<file path="config.mk">
export PLATFORM = sky130hd
export DESIGN_NAME = uart_tx_engine_flat
export DESIGN_NICKNAME = d
export VERILOG_FILES = /design/src/rtl/uart_tx_engine_if.sv /design/src/rtl/uart_tx_engine.sv /design/src/flat_wrapper.sv
export SDC_FILE = /design/constraint.sdc
export NUM_CORES = 1
export LEC_CHECK = 0
export ABC_AREA = 0
export BUFFER_PORTS_ARGS = -buffer_cell sky130_fd_sc_hd__buf_2
export CAP_MARGIN = 5
export CELL_PAD_IN_SITES_DETAIL_PLACEMENT = 2
export CELL_PAD_IN_SITES_GLOBAL_PLACEMENT = 2
export CORE_ASPECT_RATIO = 0.8
export CORE_UTILIZATION = 25
export DETAILED_ROUTE_END_ITERATION = 7
export GPL_ROUTABILITY_DRIVEN = 0
export PLACE_DENSITY = 0.6
export SETUP_SLACK_MARGIN = 0.15
export SLEW_MARGIN = 10
export SYNTH_ARGS = -nofsm -noshare
export SYNTH_HDL_FRONTEND = slang
export SYNTH_SLANG_ARGS = --single-unit
</file>
<file path="constraint.sdc">
create_clock -name tx_clk -period 3.1 [get_ports tx_clk]
set_input_delay 0.155 -clock tx_clk [delete_from_list [all_inputs] [get_ports tx_clk]]
set_output_delay 0.155 -clock tx_clk [all_outputs]
set_load 0.005 [all_outputs]
</file>
<file path="src/rtl/uart_tx_engine_if.sv">
// tx FIFO read port: the engine (master) pops, the FIFO (slave) supplies
// the empty flag and registered read data.
interface uart_tx_engine_if #(
  parameter int FIFO_DW = 10
);
  logic               tx_fifo_re;
  logic               tx_fifo_empty;
  logic [FIFO_DW-1:0] tx_fifo_rdata;

  modport master (output tx_fifo_re, input tx_fifo_empty, input tx_fifo_rdata);
  modport slave  (input tx_fifo_re, output tx_fifo_empty, output tx_fifo_rdata);
endinterface

</file>
<file path="src/rtl/uart_tx_engine.sv">
// UART transmit engine: pops a word from the tx FIFO and serialises it as
// start / 5-9 data bits LSB first / optional parity / 1-2 stop bits.
module uart_tx_engine #(
  parameter int DIV_WIDTH = 16,
  parameter int FIFO_DW   = 10
) (
  input  logic                 tx_clk,
  input  logic                 tx_rst,
  input  logic                 r_tx_en,
  input  logic [DIV_WIDTH-1:0] r_baud_div,
  input  logic [3:0]           r_data_len,
  input  logic                 r_parity_en,
  input  logic                 r_parity_odd,
  input  logic                 r_stop2,
  uart_tx_engine_if.master     fifo,
  output logic                 uart_txd,
  output logic                 tx_busy,
  output logic                 int_status_tx_done
);

  typedef enum logic [2:0] {IDLE, FETCH, LOAD, START, DATA, PARITY, STOP} state_e;

  typedef struct packed {
    logic [8:0]           data;
    logic                 brk;
    logic [DIV_WIDTH-1:0] div;
    logic [3:0]           len;
    logic                 par_en;
    logic                 par_odd;
    logic                 stop2;
  } frame_cfg_t;

  state_e               state_q, state_d;
  frame_cfg_t           cfg_q, cfg_d;
  logic [DIV_WIDTH-1:0] baud_q, baud_d;
  logic [3:0]           bit_q, bit_d;
  logic                 stop_q, stop_d;
  logic                 txd_q, txd_d;
  logic                 bit_end, par_bit, done;

  always_ff @(posedge tx_clk) begin
    if (tx_rst) begin
      state_q <= IDLE;
      cfg_q   <= '0;
      baud_q  <= '0;
      bit_q   <= '0;
      stop_q  <= 1'b0;
      txd_q   <= 1'b1;
    end else begin
      state_q <= state_d;
      cfg_q   <= cfg_d;
      baud_q  <= baud_d;
      bit_q   <= bit_d;
      stop_q  <= stop_d;
      txd_q   <= txd_d;
    end
  end

  assign bit_end = (baud_q == cfg_q.div - DIV_WIDTH'(1));

  // Parity covers only the len bits actually sent.
  always_comb begin
    par_bit = cfg_q.par_odd;
    for (int i = 0; i < 9; i++)
      if (i < int'(cfg_q.len)) par_bit = par_bit ^ cfg_q.data[i];
  end

  always_comb begin
    state_d = state_q;
    cfg_d   = cfg_q;
    baud_d  = baud_q;
    bit_d   = bit_q;
    stop_d  = stop_q;
    done    = 1'b0;
    case (state_q)
      IDLE: if (r_tx_en && !fifo.tx_fifo_empty) state_d = FETCH;
      FETCH: state_d = LOAD;
      LOAD: begin
        cfg_d.data    = fifo.tx_fifo_rdata[8:0];
        cfg_d.brk     = fifo.tx_fifo_rdata[FIFO_DW-1];
        cfg_d.div     = (r_baud_div == '0) ? DIV_WIDTH'(1) : r_baud_div;
        if (r_data_len < 4'd5)      cfg_d.len = 4'd5;
        else if (r_data_len > 4'd9) cfg_d.len = 4'd9;
        else                        cfg_d.len = r_data_len;
        cfg_d.par_en  = r_parity_en;
        cfg_d.par_odd = r_parity_odd;
        cfg_d.stop2   = r_stop2;
        baud_d  = '0;
        bit_d   = '0;
        stop_d  = 1'b0;
        state_d = START;
      end
      START: begin
        baud_d = baud_q + DIV_WIDTH'(1);
        if (bit_end) begin
          baud_d  = '0;
          state_d = DATA;
        end
      end
      DATA: begin
        baud_d = baud_q + DIV_WIDTH'(1);
        if (bit_end) begin
          baud_d = '0;
          if (bit_q == cfg_q.len - 4'd1) state_d = cfg_q.par_en ? PARITY : STOP;
          else                           bit_d   = bit_q + 4'd1;
        end
      end
      PARITY: begin
        baud_d = baud_q + DIV_WIDTH'(1);
        if (bit_end) begin
          baud_d  = '0;
          state_d = STOP;
        end
      end
      STOP: begin
        baud_d = baud_q + DIV_WIDTH'(1);
        if (bit_end) begin
          baud_d = '0;
          if (stop_q == cfg_q.stop2) begin
            done    = 1'b1;
            stop_d  = 1'b0;
            state_d = (r_tx_en && !fifo.tx_fifo_empty) ? FETCH : IDLE;
          end else begin
            stop_d = 1'b1;
          end
        end
      end
      default: state_d = IDLE;
    endcase
  end

  // Line level is computed for the next state so the pad comes straight off a flop.
  always_comb begin
    txd_d = 1'b1;
    case (state_d)
      START:   txd_d = 1'b0;
      DATA:    txd_d = cfg_q.brk ? 1'b0 : cfg_q.data[bit_d];
      PARITY:  txd_d = cfg_q.brk ? 1'b0 : par_bit;
      default: txd_d = 1'b1;
    endcase
  end

  assign fifo.tx_fifo_re    = (state_q == FETCH);
  assign uart_txd           = txd_q;
  assign tx_busy            = (state_q != IDLE);
  assign int_status_tx_done = done;

endmodule

</file>
<file path="src/flat_wrapper.sv">
// flat-port wrapper written by rule: the top's interface ports become plain ports
module uart_tx_engine_flat 
#(
  parameter int DIV_WIDTH = 16,
  parameter int FIFO_DW   = 10
)
  (tx_clk, tx_rst, r_tx_en, r_baud_div, r_data_len, r_parity_en, r_parity_odd, r_stop2, uart_txd, tx_busy, int_status_tx_done, fifo_tx_fifo_re, fifo_tx_fifo_empty, fifo_tx_fifo_rdata);
  uart_tx_engine_if #(.FIFO_DW(FIFO_DW)) fifo_i ();
  input  logic tx_clk;
  input  logic tx_rst;
  input  logic r_tx_en;
  input  logic [DIV_WIDTH-1:0] r_baud_div;
  input  logic [3:0] r_data_len;
  input  logic r_parity_en;
  input  logic r_parity_odd;
  input  logic r_stop2;
  output logic uart_txd;
  output logic tx_busy;
  output logic int_status_tx_done;
  output wire logic [$bits(fifo_i.tx_fifo_re)-1:0] fifo_tx_fifo_re;
  input wire logic [$bits(fifo_i.tx_fifo_empty)-1:0] fifo_tx_fifo_empty;
  input wire logic [$bits(fifo_i.tx_fifo_rdata)-1:0] fifo_tx_fifo_rdata;
  assign fifo_tx_fifo_re = fifo_i.tx_fifo_re;
  assign fifo_i.tx_fifo_empty = fifo_tx_fifo_empty;
  assign fifo_i.tx_fifo_rdata = fifo_tx_fifo_rdata;
  uart_tx_engine #(.DIV_WIDTH(DIV_WIDTH), .FIFO_DW(FIFO_DW)) u_core (.tx_clk(tx_clk), .tx_rst(tx_rst), .r_tx_en(r_tx_en), .r_baud_div(r_baud_div), .r_data_len(r_data_len), .r_parity_en(r_parity_en), .r_parity_odd(r_parity_odd), .r_stop2(r_stop2), .fifo(fifo_i), .uart_txd(uart_txd), .tx_busy(tx_busy), .int_status_tx_done(int_status_tx_done));
endmodule
</file>
### Word level (Yosys, flattened, before mapping)

Index checks and enable logic that the tools add are counted.

* register bits after elaboration: 58
* output and inout port bits: 4
* logic and storage cells: 97

* multiplexer cells: 38
* reduce and logical (&&, ||, !) cells: 9
* equality and inequality tests: 13
* magnitude comparators: 12
* bitwise gates (word level): 9
* add/subtract/negate cells: 4

Operator list (count)
* 16-bit 2-to-1 mux: 2
* 16-bit case mux with 2 select lines: 1
* 3-bit 2-to-1 mux: 7
* 3-bit case mux with 7 select lines: 1
* 1-bit 2-to-1 mux: 18
* 16-bit by 1-bit adder with 16-bit output, second input constant: 1
* 16-bit == test: 1
* 16-bit logical NOT: 1
* 3-bit by 4-bit < comparator with 1-bit output, first input constant: 4
* 4-bit 2-to-1 mux: 4
* 16-bit by 1-bit subtractor with 16-bit output, second input constant: 1
* 3-bit == test, second input constant: 5
* 3-bit by 2-bit == test with 1-bit output, second input constant: 3
* 1-bit XOR: 9
* 1-bit by 4-bit < comparator with 1-bit output, first input constant: 2
* 2-bit by 4-bit < comparator with 1-bit output, first input constant: 2
* 4-bit case mux with 2 select lines: 1
* 4-bit by 5-bit < comparator with 1-bit output, second input constant: 1
* 4-bit by 1-bit adder with 4-bit output, second input constant: 1
* 1-bit binary-select mux with 4-bit select: 1
* 4-bit == test: 1
* 4-bit > comparator, second input constant: 1
* 4-bit by 3-bit < comparator with 1-bit output, second input constant: 1
* 4-bit < comparator, first input constant: 1
* 14 further kinds: 15

### Logic depth before layout (Yosys ltp)

Gate-level depths: netlist of the first run.

* depth after elaboration: 20
* depth in mapped cells: 13

### Least setup slack after synthesis of the first run

OpenSTA, ideal clock, no wires.

* kind: register to register
* from: register u_core.cfg_q[7] in the netlist's numbering
* to: register u_core.txd_q, in the netlist u_core.uart_txd
* path slack: 0.171 ns
* data arrival time: 2.796 ns
* data required time: 2.968 ns
* cell stages (with the launch flop): 14
* cell sequence: dfxtp_1 -> inv_1 -> ha_1 -> nor3b_1 -> and3_2 -> o211ai_1 -> nor4_4 -> and3_1 -> buf_2 -> mux2i_1 -> o31a_1 -> nor2_1 -> a221oi_1 -> o31ai_2

* longest elaborated chain between the ends: 8
* elaborated cells between the ends (all ways): 16
* those cells by class: add/sub: 1; eq/ne: 4; mux: 11

RTL lines
* from (decl): RTL line uart_tx_engine.sv:34 `frame_cfg_t cfg_q, cfg_d;`
* from (signal assigned): RTL line uart_tx_engine.sv:51 `cfg_q <= cfg_d;`
* 16-bit by 1-bit subtractor with 16-bit output *: RTL line uart_tx_engine.sv:59 `assign bit_end = (baud_q == cfg_q.div - DIV_WIDTH'(1));`
* 16-bit == test *: RTL line uart_tx_engine.sv:59
* 4-bit 2-to-1 mux: RTL line uart_tx_engine.sv:102 `if (bit_end) begin`
* 4-bit case mux with 2 select lines: RTL line uart_tx_engine.sv:75 `case (state_q)`
* 1-bit binary-select mux with 4-bit select: RTL line uart_tx_engine.sv:137 `DATA: txd_d = cfg_q.brk ? 1'b0 : cfg_q.data[bit_d];`
* 1-bit 2-to-1 mux (not written as such): RTL line uart_tx_engine.sv:137
* 1-bit 2-to-1 mux: RTL line uart_tx_engine.sv:137
* 1-bit case mux with 3 select lines *: RTL line uart_tx_engine.sv:135 `case (state_d)`
* to (signal assigned): RTL line uart_tx_engine.sv:55 `txd_q <= txd_d;`
* to (decl): RTL line uart_tx_engine.sv:38 `logic txd_q, txd_d;`

Mark *: on every way between the ends. The rest lies on a longest branch, timed or not. The select of a mux whose other input is x is not followed.
A chain may end at the register's enable or synchronous reset.

### Worst setup path in the final report of the first run

Same ends and word-level chain as after synthesis.

==> results of run 1 <==
-- layer usage --
layer / GRT usage (%) / up-vias / wire (um)
met3: 4.44 / 19 / 392
met1: 25.1 / 1775 / 6820
li1: - / 1769 / -
met2: 27.5 / 48 / 5640
met4: 6.44 / 0 / 199
met5: 0 / - / 0
-- kinds of logic after synthesis --
group / count (synthesis) / share of synthesized area, %
simple gates: 193 / 28.1
xor+xnor: 39 / 9.37
buf+inv: 37 / 5.01
flops: 58 / 31.8
compound gates: 123 / 22.1
mux: 4 / 1.13
fa+ha+maj: 7 / 2.40
-- critical path, stage by stage (launching register included) --
cell	delay (ns)
dfxtp_4	0.36
or4_4	0.60
nor4_1	0.30
nor3_1	0.14
a211oi_4	0.35
buf_4	0.18
nand4_1	0.20
o31ai_2	0.32
a211oi_2	0.07
o21ai_1	0.13
and3_1	0.18
o31ai_2	0.07
-- timing repair --
item / 4_1_cts / 5_1_grt
pin swaps: 6 / 15
resized for setup: 12 / 23
setup endpoints to repair: 6 / 19
buffers inserted: 6 / 4
cloned: 1 / 0
hold buffers: 0 / 0
endpoints found under the hold margin: 0 / 0
-- through the flow --
stage          total power [mW]  TNS (ns)  instances  hold WS (ns)  instance area [um2]
6_report                   2.45         0        711        0.0385                 4680
4_1_cts                    2.45         0        707        0.0243                 4540
2_1_floorplan              1.17         0        461         0.281                 3650
3_3_place_gp               1.33         0        684         0.381                 4130
3_5_place_dp               1.35   -0.0156        684         0.390                 4130
5_1_grt                    2.58   -0.0218        711        0.0376                 4680
-- cell usage in the layout (no fill, tap or decap), types with 8 or more instances in the layout --
cell,instances
nand2_1,56
dfxtp_1,55
a21oi_1,44
nor2_1,43
buf_2,40
buf_4,34
xnor2_1,19
xor2_1,18
o21ai_0,13
and3_1,12
o21ai_1,12
nand3b_1,12
a22o_1,12
inv_1,9
nand3_1,9
clkbuf_16,9
nor4_1,8
-- synth_stat cells (3+ instances only) --
master / number
and3_1: 13
nor2b_1: 6
mux2i_1: 3
xnor2_1: 21
nand3_1: 9
nand2b_1: 5
a21oi_1: 44
inv_1: 9
nand3b_1: 12
a31oi_1: 5
dfxtp_1: 58
o21ai_0: 15
o21ai_1: 11
nand4_1: 7
nor4_1: 9
clkbuf_1: 19
nor3_1: 8
a211oi_1: 5
a22o_1: 12
nor4_2: 3
nand2_1: 57
a21o_1: 3
xor2_1: 18
nor2_1: 44
ha_1: 7
a211oi_2: 3
-- registers in the layout, indices dropped and copies added (netlist names) --
register         cells
u_core.cfg_q        33
u_core.state_q       3
u_core.uart_txd      1
u_core.stop_q        1
u_core.baud_q       16
u_core.bit_q         4
-- report_power, final --
| group | switching [mW] | internal, mW |
|---|---|---|
| Sequential | 0.0465 | 0.781 |
| Clock | 0.384 | 0.664 |
| Combinational | 0.321 | 0.258 |
-- worst paths after layout --
path / end / slack (ns) / depth (start not counted)
worst max-delay path: u_core.uart_txd$_SDFF_PP1_ / 0.09 / 11
worst min-delay path: u_core.cfg_q[17]$_SDFFE_PP0P_ / 0.04 / 2
worst min register to register: u_core.cfg_q[2]$_SDFFE_PP0P_ / 0.48 / 2
worst max register to register: u_core.uart_txd$_SDFF_PP1_ / 0.09 / 11
-- cell type report --
cell class	instances	area share [%]
Clock buffer	12	5.48
Clock inverter	4	1.07
Inverter	10	0.801
Multi-Input combinational cell	367	52.6
Sequential cell	58	25.0
Tap cell	184	4.91
Timing Repair Buffer	76	10.2
==> flow_summary.yaml, run 1 <==
drt:
  drt_iter0_markers: 117
  detail-route-antenna-nets: 0
  route.vias.total: 3611
  avgViaCountPerCell: 5.08
  routed_wl_mm: 13.1
  drc: 0
  wire_per_inst_um: 18.4
  first_pass_iters: 4
clocking:
  cts_tree: "done"
  clockBufferDepth: 2
  cts.sinks: 58
  h-tree-depth: 3
  clock_latency_ns: 0.35
  numCtsBuffers: 9
  root_buffer: "clkbuf_16"
  clkSlewWorstSetupHoldPaths_ns: 0.06
critical_path:
  cp_max_fo: 5
  cp-end-kind: "register"
  r2r-start: "u_core.cfg_q[7]$_SDFFE_PP0P_"
  criticalPathCategory: "register to register"
  cp-startpoint: "u_core.cfg_q[7]$_SDFFE_PP0P_"
  cp-start-kind: "register"
  worstPathRequired_ns: 3.33
  cp_data_arrival_time_ns: 3.24
yosys:
  synth_top_area_share_pct: 31.8
  syn_area_mm2: 0.00365
  seq_area_frac_synth_pct: 31.8
  ys_top_cells_by_area: "dfxtp_1, a21oi_1, nand2_1"
  synth-seq-cells: 58
  synth_fp_nets: 505
  synth_flop_cell: "dfxtp_1"
  synth-edff-count: 0
  async_flop_share_pct: 0
  synth_top_cell_by_area: "dfxtp_1"
  post_synth.cell_area_avg_um2: 7.91
  synth_cells: 461
  yosys_warnings: 0
  yosysUniqueCellTypes: 67
layout:
  ff_latch_area_mm2: 0.00117
  final_util_pct: 32.9
  nets: 566
  multi_input_area_mm2: 0.00246
  fillers: 1639
  n_antenna_cell: 0
  layout-drive-gt1-share_pct: 25.6
  area_growth_pct: 28.4
power_and_ir_drop:
  ir_worst_vdd_v: 0.000339
  power_leakage_nw: 1.84
  power-per-cell-area_mw_per_mm2: 524
floorplanning:
  die_area_mm2: 0.0151
  start_util_pct: 25.6
  die_width_um: 137
  die_h_um: 110
  rows: 39
  ios: 41
  core-area_mm2: 0.0142
sta:
  min_period_over_period_pct: 97.1
  worstMarginPinSlew_ns: 0.807
  fin_ws_ns: 0.0890
  final_hold_viol_count: 0
  setup-violations-final: 0
  slew_viol_final: 0
  rsz0062_at_grt: "true"
  fmax_mhz: 332
  max_slew_margin_pct: 46.0
  finalCriticalPeriod_ns: 3.01
  fin_worst_skew_ns: 0.0106
global_routing:
  grt_overflow: 0
  antenna_found_initial: 0
  grt_max_degree: 44
  grt_pass1_vias: 3706
  grt_pass1_wl_mm: 20.5
  track_usage_pct: 18.2
placed_design:
  numPortBuffers: 40
  dp_slack_ns: -0.0156
  dp_hpwl_mm: 9.33
min_path:
  hold_path_class: "input pin to register"
  hold_path_startpoint: "r_baud_div[10]"
run_status:
  outcome: "finished clean"
job:
  drv_cap: 0
Note: power is estimated with default switching activity, not from simulation.
==> run 2, diff against run 1 <==
- CORE_UTILIZATION: 25 -> 30
- PLACE_DENSITY: 0.6 -> 0.7
==> flow_summary.yaml, run 2 (same netlist as run 1, synthesis figures left out) <==
floorplanning:
  ios: 41
  rows: 35
  die_width_um: 125
  core-area_mm2: 0.0117
  die_area_mm2: 0.0126
  start_util_pct: 31.2
  die_h_um: 101
layout:
  ff_latch_area_mm2: 0.00116
  layout-drive-gt1-share_pct: 25.6
  area_growth_pct: 26.2
  n_antenna_cell: 0
  multi_input_area_mm2: 0.00249
  finalInstanceArea_mm2: 0.00460
  fin_cells: 671
  nets: 563
  final_common_cell: "nand2_1"
  largest_register_ffs: 33
  fillers: 1317
  layout_common_cells: "nand2_1, dfxtp_1, a21oi_1"
  top_register: "u_core.cfg_q"
  top_regs: "u_core.cfg_q x33, u_core.baud_q x16, u_core.bit_q x4"
sta:
  min_period_over_period_pct: 95.8
  final_hold_viol_count: 0
  max_slew_margin_pct: 40.9
  worstMarginPinSlew_ns: 0.884
  slew_viol_final: 0
  fin_worst_skew_ns: 0.00855
  setup-violations-final: 0
  fmax_mhz: 337
  fin_ws_ns: 0.129
  rsz0062_at_grt: "true"
  tns_ns: 0
  finalCriticalPeriod_ns: 2.97
drt:
  routed_wl_mm: 13.5
  detail-route-antenna-nets: 0
  drc: 5
  wire_per_inst_um: 20.1
  drt_iter0_markers: 128
  route.vias.total: 3688
  first_pass_iters: 6
  avgViaCountPerCell: 5.50
global_routing:
  grt_overflow: 0
  grt_pass1_wl_mm: 21.4
  antenna_found_initial: 0
  grt_pass1_vias: 3968
  grt_max_degree: 45
  track_usage_pct: 21.9
critical_path:
  cp-start-kind: "register"
  cp_max_fo: 3
  slowest_delay_ns: 0.59
  cp_data_arrival_time_ns: 3.19
  worstPathRequired_ns: 3.31
  cp-end-kind: "register"
  path_cells: "or4_4 -> a211oi_2 -> o211ai_1 -> nor4_4 -> and3_4 -> mux2i_1 -> o31a_1 -> nor2_1 -> a221oi_2 -> o31ai_2"
  cpMaxStageDelayCell: "or4_4"
  criticalPathCategory: "register to register"
placed_design:
  dp_hpwl_mm: 9.39
  dp_slack_ns: -0.0646
  numPortBuffers: 40
  placed_cells: 644
  dpl_cell_area_mm2: 0.00406
run_status:
  outcome: "complete, but fails checks"
  violations: "DRC"
power_and_ir_drop:
  switching_power_mw: 0.735
  power-per-cell-area_mw_per_mm2: 509
  p_clk_share_pct: 39.9
  power_leakage_nw: 1.83
  switching_share_pct: 31.4
  seqPwrFrac_pct: 35.7
  internal-power_mw: 1.61
  comb_power_share_pct: 24.4
  ir_worst_vdd_v: 0.000250
clocking:
  cts_tree: "done"
  cts.sinks: 58
  numCtsBuffers: 9
  root_buffer: "clkbuf_16"
  clock_latency_ns: 0.34
  h-tree-depth: 3
  clkSlewWorstSetupHoldPaths_ns: 0.05
  clockBufferDepth: 2
min_path:
  hold_path_class: "input pin to register"
job:
  drv_cap: 0
-- run 2: final cells by class --
type                    instances  share of cell area [%]
clock buffers                  12                    5.57
multi-input cells             367                    54.1
flip-flops and latches         58                    25.3
repair buffers                 73                    9.90
clock inverters                 3                   0.326
well taps                     148                    4.02
inverters                      10                   0.816
-- run 2: per-layer routing --
layer,vias to the layer above,share of wire (%),global-route usage [%]
met5,-,0,0
met4,0,1.3,6.75
met3,15,3.9,4.46
met2,69,47,36.3
met1,1838,48,28.6
li1,1766,-,-
-- run 2: stage by stage --
stage | total power, mW | util (%) | hold WS [ns]
after floorplan | 1.17 | - | 0.281
after global placement | 1.31 | 34.7 | 0.381
after detailed placement | 1.34 | 34.7 | 0.389
after CTS | 2.34 | 38.4 | 0.0375
after global routing | 2.45 | 39.4 | 0.0514
final | 2.34 | 39.4 | 0.0463
-- run 2: power groups by stage --
stage	logic (mW)	clock network, mW	registers (mW)
after detailed placement	0.497	0	0.848
after floorplan	0.345	0	0.825
final	0.572	0.934	0.837
after CTS	0.543	0.960	0.834
after global placement	0.470	0	0.844
after global routing	0.620	0.992	0.841
-- run 2: timing repair --
item / CTS / global route
gates cloned: 1 / 0
gates resized for setup: 15 / 20
setup endpoints to repair: 19 / 14
pin swaps: 6 / 13
setup buffers: 9 / 2
hold endpoints to repair: 0 / 0
hold buffers: 0 / 0
-- run 2: worst paths after layout --
check	from	slack [ns]	depth (start not counted)	to
worst max-delay path	u_core.cfg_q[17]$_SDFFE_PP0P_	0.13	10	u_core.uart_txd$_SDFF_PP1_
worst min register to register	u_core.cfg_q[1]$_SDFFE_PP0P_	0.48	2	u_core.cfg_q[1]$_SDFFE_PP0P_
worst min-delay path	r_baud_div[6]	0.05	2	u_core.cfg_q[13]$_SDFFE_PP0P_
worst max register to register	u_core.cfg_q[17]$_SDFFE_PP0P_	0.13	10	u_core.uart_txd$_SDFF_PP1_
-- run 2: worst max-delay path: cells and delay by family (launching register included) --
family          cells  cell delay, ns
compound gates      5            1.04
mux                 1            0.20
simple gates        4            1.30
flops               1            0.31
==> run 3, diff against run 2 <==
--- a/config.mk
+++ b/config.mk
@@ -16,2 +16,3 @@
 export GPL_ROUTABILITY_DRIVEN = 0
+export GPL_TIMING_DRIVEN = 0
 export PLACE_DENSITY = 0.7
==> constraint.sdc (replaced) <==
create_clock -name tx_clk -period 2.55 [get_ports tx_clk]
set_input_delay 0.1275 -clock tx_clk [delete_from_list [all_inputs] [get_ports tx_clk]]
set_output_delay 0.1275 -clock tx_clk [all_outputs]
set_load 0.02 [all_outputs]
==> flow_summary.yaml, run 3 (same netlist as run 1, synthesis figures left out) <==
sta:
  fin_ws_ns: -0.417
  tns_ns: -6.63
  slew_viol_final: 0
  final_hold_viol_count: 0
  max_slew_margin_pct: 25.6
  min_period_over_period_pct: 116
  hold-worst-slack_ns: 0.0266
  finalCriticalPeriod_ns: 2.97
  fmax_mhz: 337
  fin_worst_skew_ns: 0.00659
  rsz0062_at_grt: "true"
  setup-violations-final: 24
  worstMarginPinSlew_ns: 1.11
clocking:
  holdBufCountCts: 0
  numCtsBuffers: 9
  cts_tree: "done"
  root_buffer: "clkbuf_16"
  clockBufferDepth: 2
  cts.sinks: 58
  clkSlewWorstSetupHoldPaths_ns: 0.06
  h-tree-depth: 3
  clock_latency_ns: 0.33
power_and_ir_drop:
  power_mw: 2.94
  ir_worst_vdd_v: 0.000331
  power-per-cell-area_mw_per_mm2: 606
  power_leakage_nw: 1.92
layout:
  fin_cells: 691
  final_common_cell: "nand2_1"
  area_growth_pct: 32.9
  final_util_pct: 41.5
  n_antenna_cell: 0
  layout-drive-gt1-share_pct: 27.4
  finalInstanceArea_mm2: 0.00485
  largest_register_ffs: 33
  fillers: 1332
  top_regs: "u_core.cfg_q x33, u_core.baud_q x16, u_core.bit_q x4"
  layout_common_cells: "nand2_1, dfxtp_1, nor2_1"
  nets: 582
  top_register: "u_core.cfg_q"
critical_path:
  worstPathRequired_ns: 2.79
  cp-start-kind: "register"
  reg2reg_slack_ns: -0.42
  criticalPathCategory: "register to register"
  cp-end-kind: "register"
  cp_data_arrival_time_ns: 3.20
  cp_max_fo: 5
floorplanning:
  ios: 41
  rows: 35
  start_util_pct: 31.2
  die_area_mm2: 0.0126
  core-area_mm2: 0.0117
  die_h_um: 101
  die_width_um: 125
global_routing:
  grt_pass1_wl_mm: 22.1
  grt_overflow: 0
  antenna_found_initial: 0
  grt_pass1_vias: 4098
  track_usage_pct: 22.7
  grt_max_degree: 11
drt:
  detail-route-antenna-nets: 0
  first_pass_iters: 8
  route.vias.total: 3790
  routed_wl_mm: 13.7
  drc: 4
  drt_iter0_markers: 136
  avgViaCountPerCell: 5.48
  wire_per_inst_um: 19.9
placed_design:
  placed_cells: 649
  dp_hpwl_mm: 9.81
  numPortBuffers: 40
  dpl_cell_area_mm2: 0.00414
  dp_slack_ns: -0.651
min_path:
  hold_path_class: "input pin to register"
run_status:
  outcome: "complete, but fails checks"
  violations: "DRC, setup timing"
job:
  drv_cap: 0
[run 3: changes by cell type in the layout (fill, tap and decap cells not counted), moves of 4 or more]
cell / before / now
a21oi_1: 44 / 40
a21oi_2: 0 / 4
buf_4: 31 / 20
buf_6: 2 / 6
clkbuf_1: 1 / 18
dfxtp_1: 55 / 49
o21ai_0: 15 / 10
o21ai_1: 10 / 15
[run 3: final timing paths]
| check | from | endpoint | cells past startpoint |
|---|---|---|---|
| setup / recovery | u_core.cfg_q[7]$_SDFFE_PP0P_ | u_core.uart_txd$_SDFF_PP1_ | 10 |
| hold reg to reg | u_core.cfg_q[1]$_SDFFE_PP0P_ | u_core.cfg_q[1]$_SDFFE_PP0P_ | 2 |
| hold / removal | r_baud_div[13] | u_core.cfg_q[20]$_SDFFE_PP0P_ | 2 |
| setup reg to reg | u_core.cfg_q[7]$_SDFFE_PP0P_ | u_core.uart_txd$_SDFF_PP1_ | 10 |
[run 3: area by class of cell]
class	instances	area, um2	share of cell area (%)
clock inverters	6	57.6	1.19
well taps	148	185	3.82
clock buffers	10	229	4.72
repair buffers	66	473	9.76
flip-flops and latches	58	1180	24.3
plain buffers	27	174	3.59
inverters	10	42.5	0.878
multi-input cells	366	2510	51.7
[run 3: routing by layer]
layer  track usage, %  share of wire, %  vias to the layer above
met5                0                 0                        -
met4             6.57               1.5                        0
met3             4.19               3.4                       21
met2             37.8                46                       76
met1             30.2                49                     1884
li1                 -                 -                     1809
[run 3: timing repair]
action | CTS | global route
pin swaps | 12 | 15
setup buffers | 17 | 6
gates resized for setup | 17 | 30
cloned | 1 | 2
setup endpoints to repair | 26 | 26
[run 3: power breakdown]
part / switching [mW] / total [mW] / leakage, nW / internal (mW)
Sequential: 0.0620 / 1.01 / 0.475 / 0.950
Combinational: 0.399 / 0.730 / 1.30 / 0.331
Clock: 0.445 / 1.19 / 0.142 / 0.749
[run 3: worst max-delay path, cell delays in order, from the launching register on]
cell and delay, ns:
dfxtp_4 0.37, or4_4 0.60, nor4_4 0.23, xnor2_2 0.16, nor4_4 0.29, and4_4 0.33, buf_8 0.13, nand4_1 0.12
o21a_1 0.23, and3_1 0.18, o31ai_2 0.23
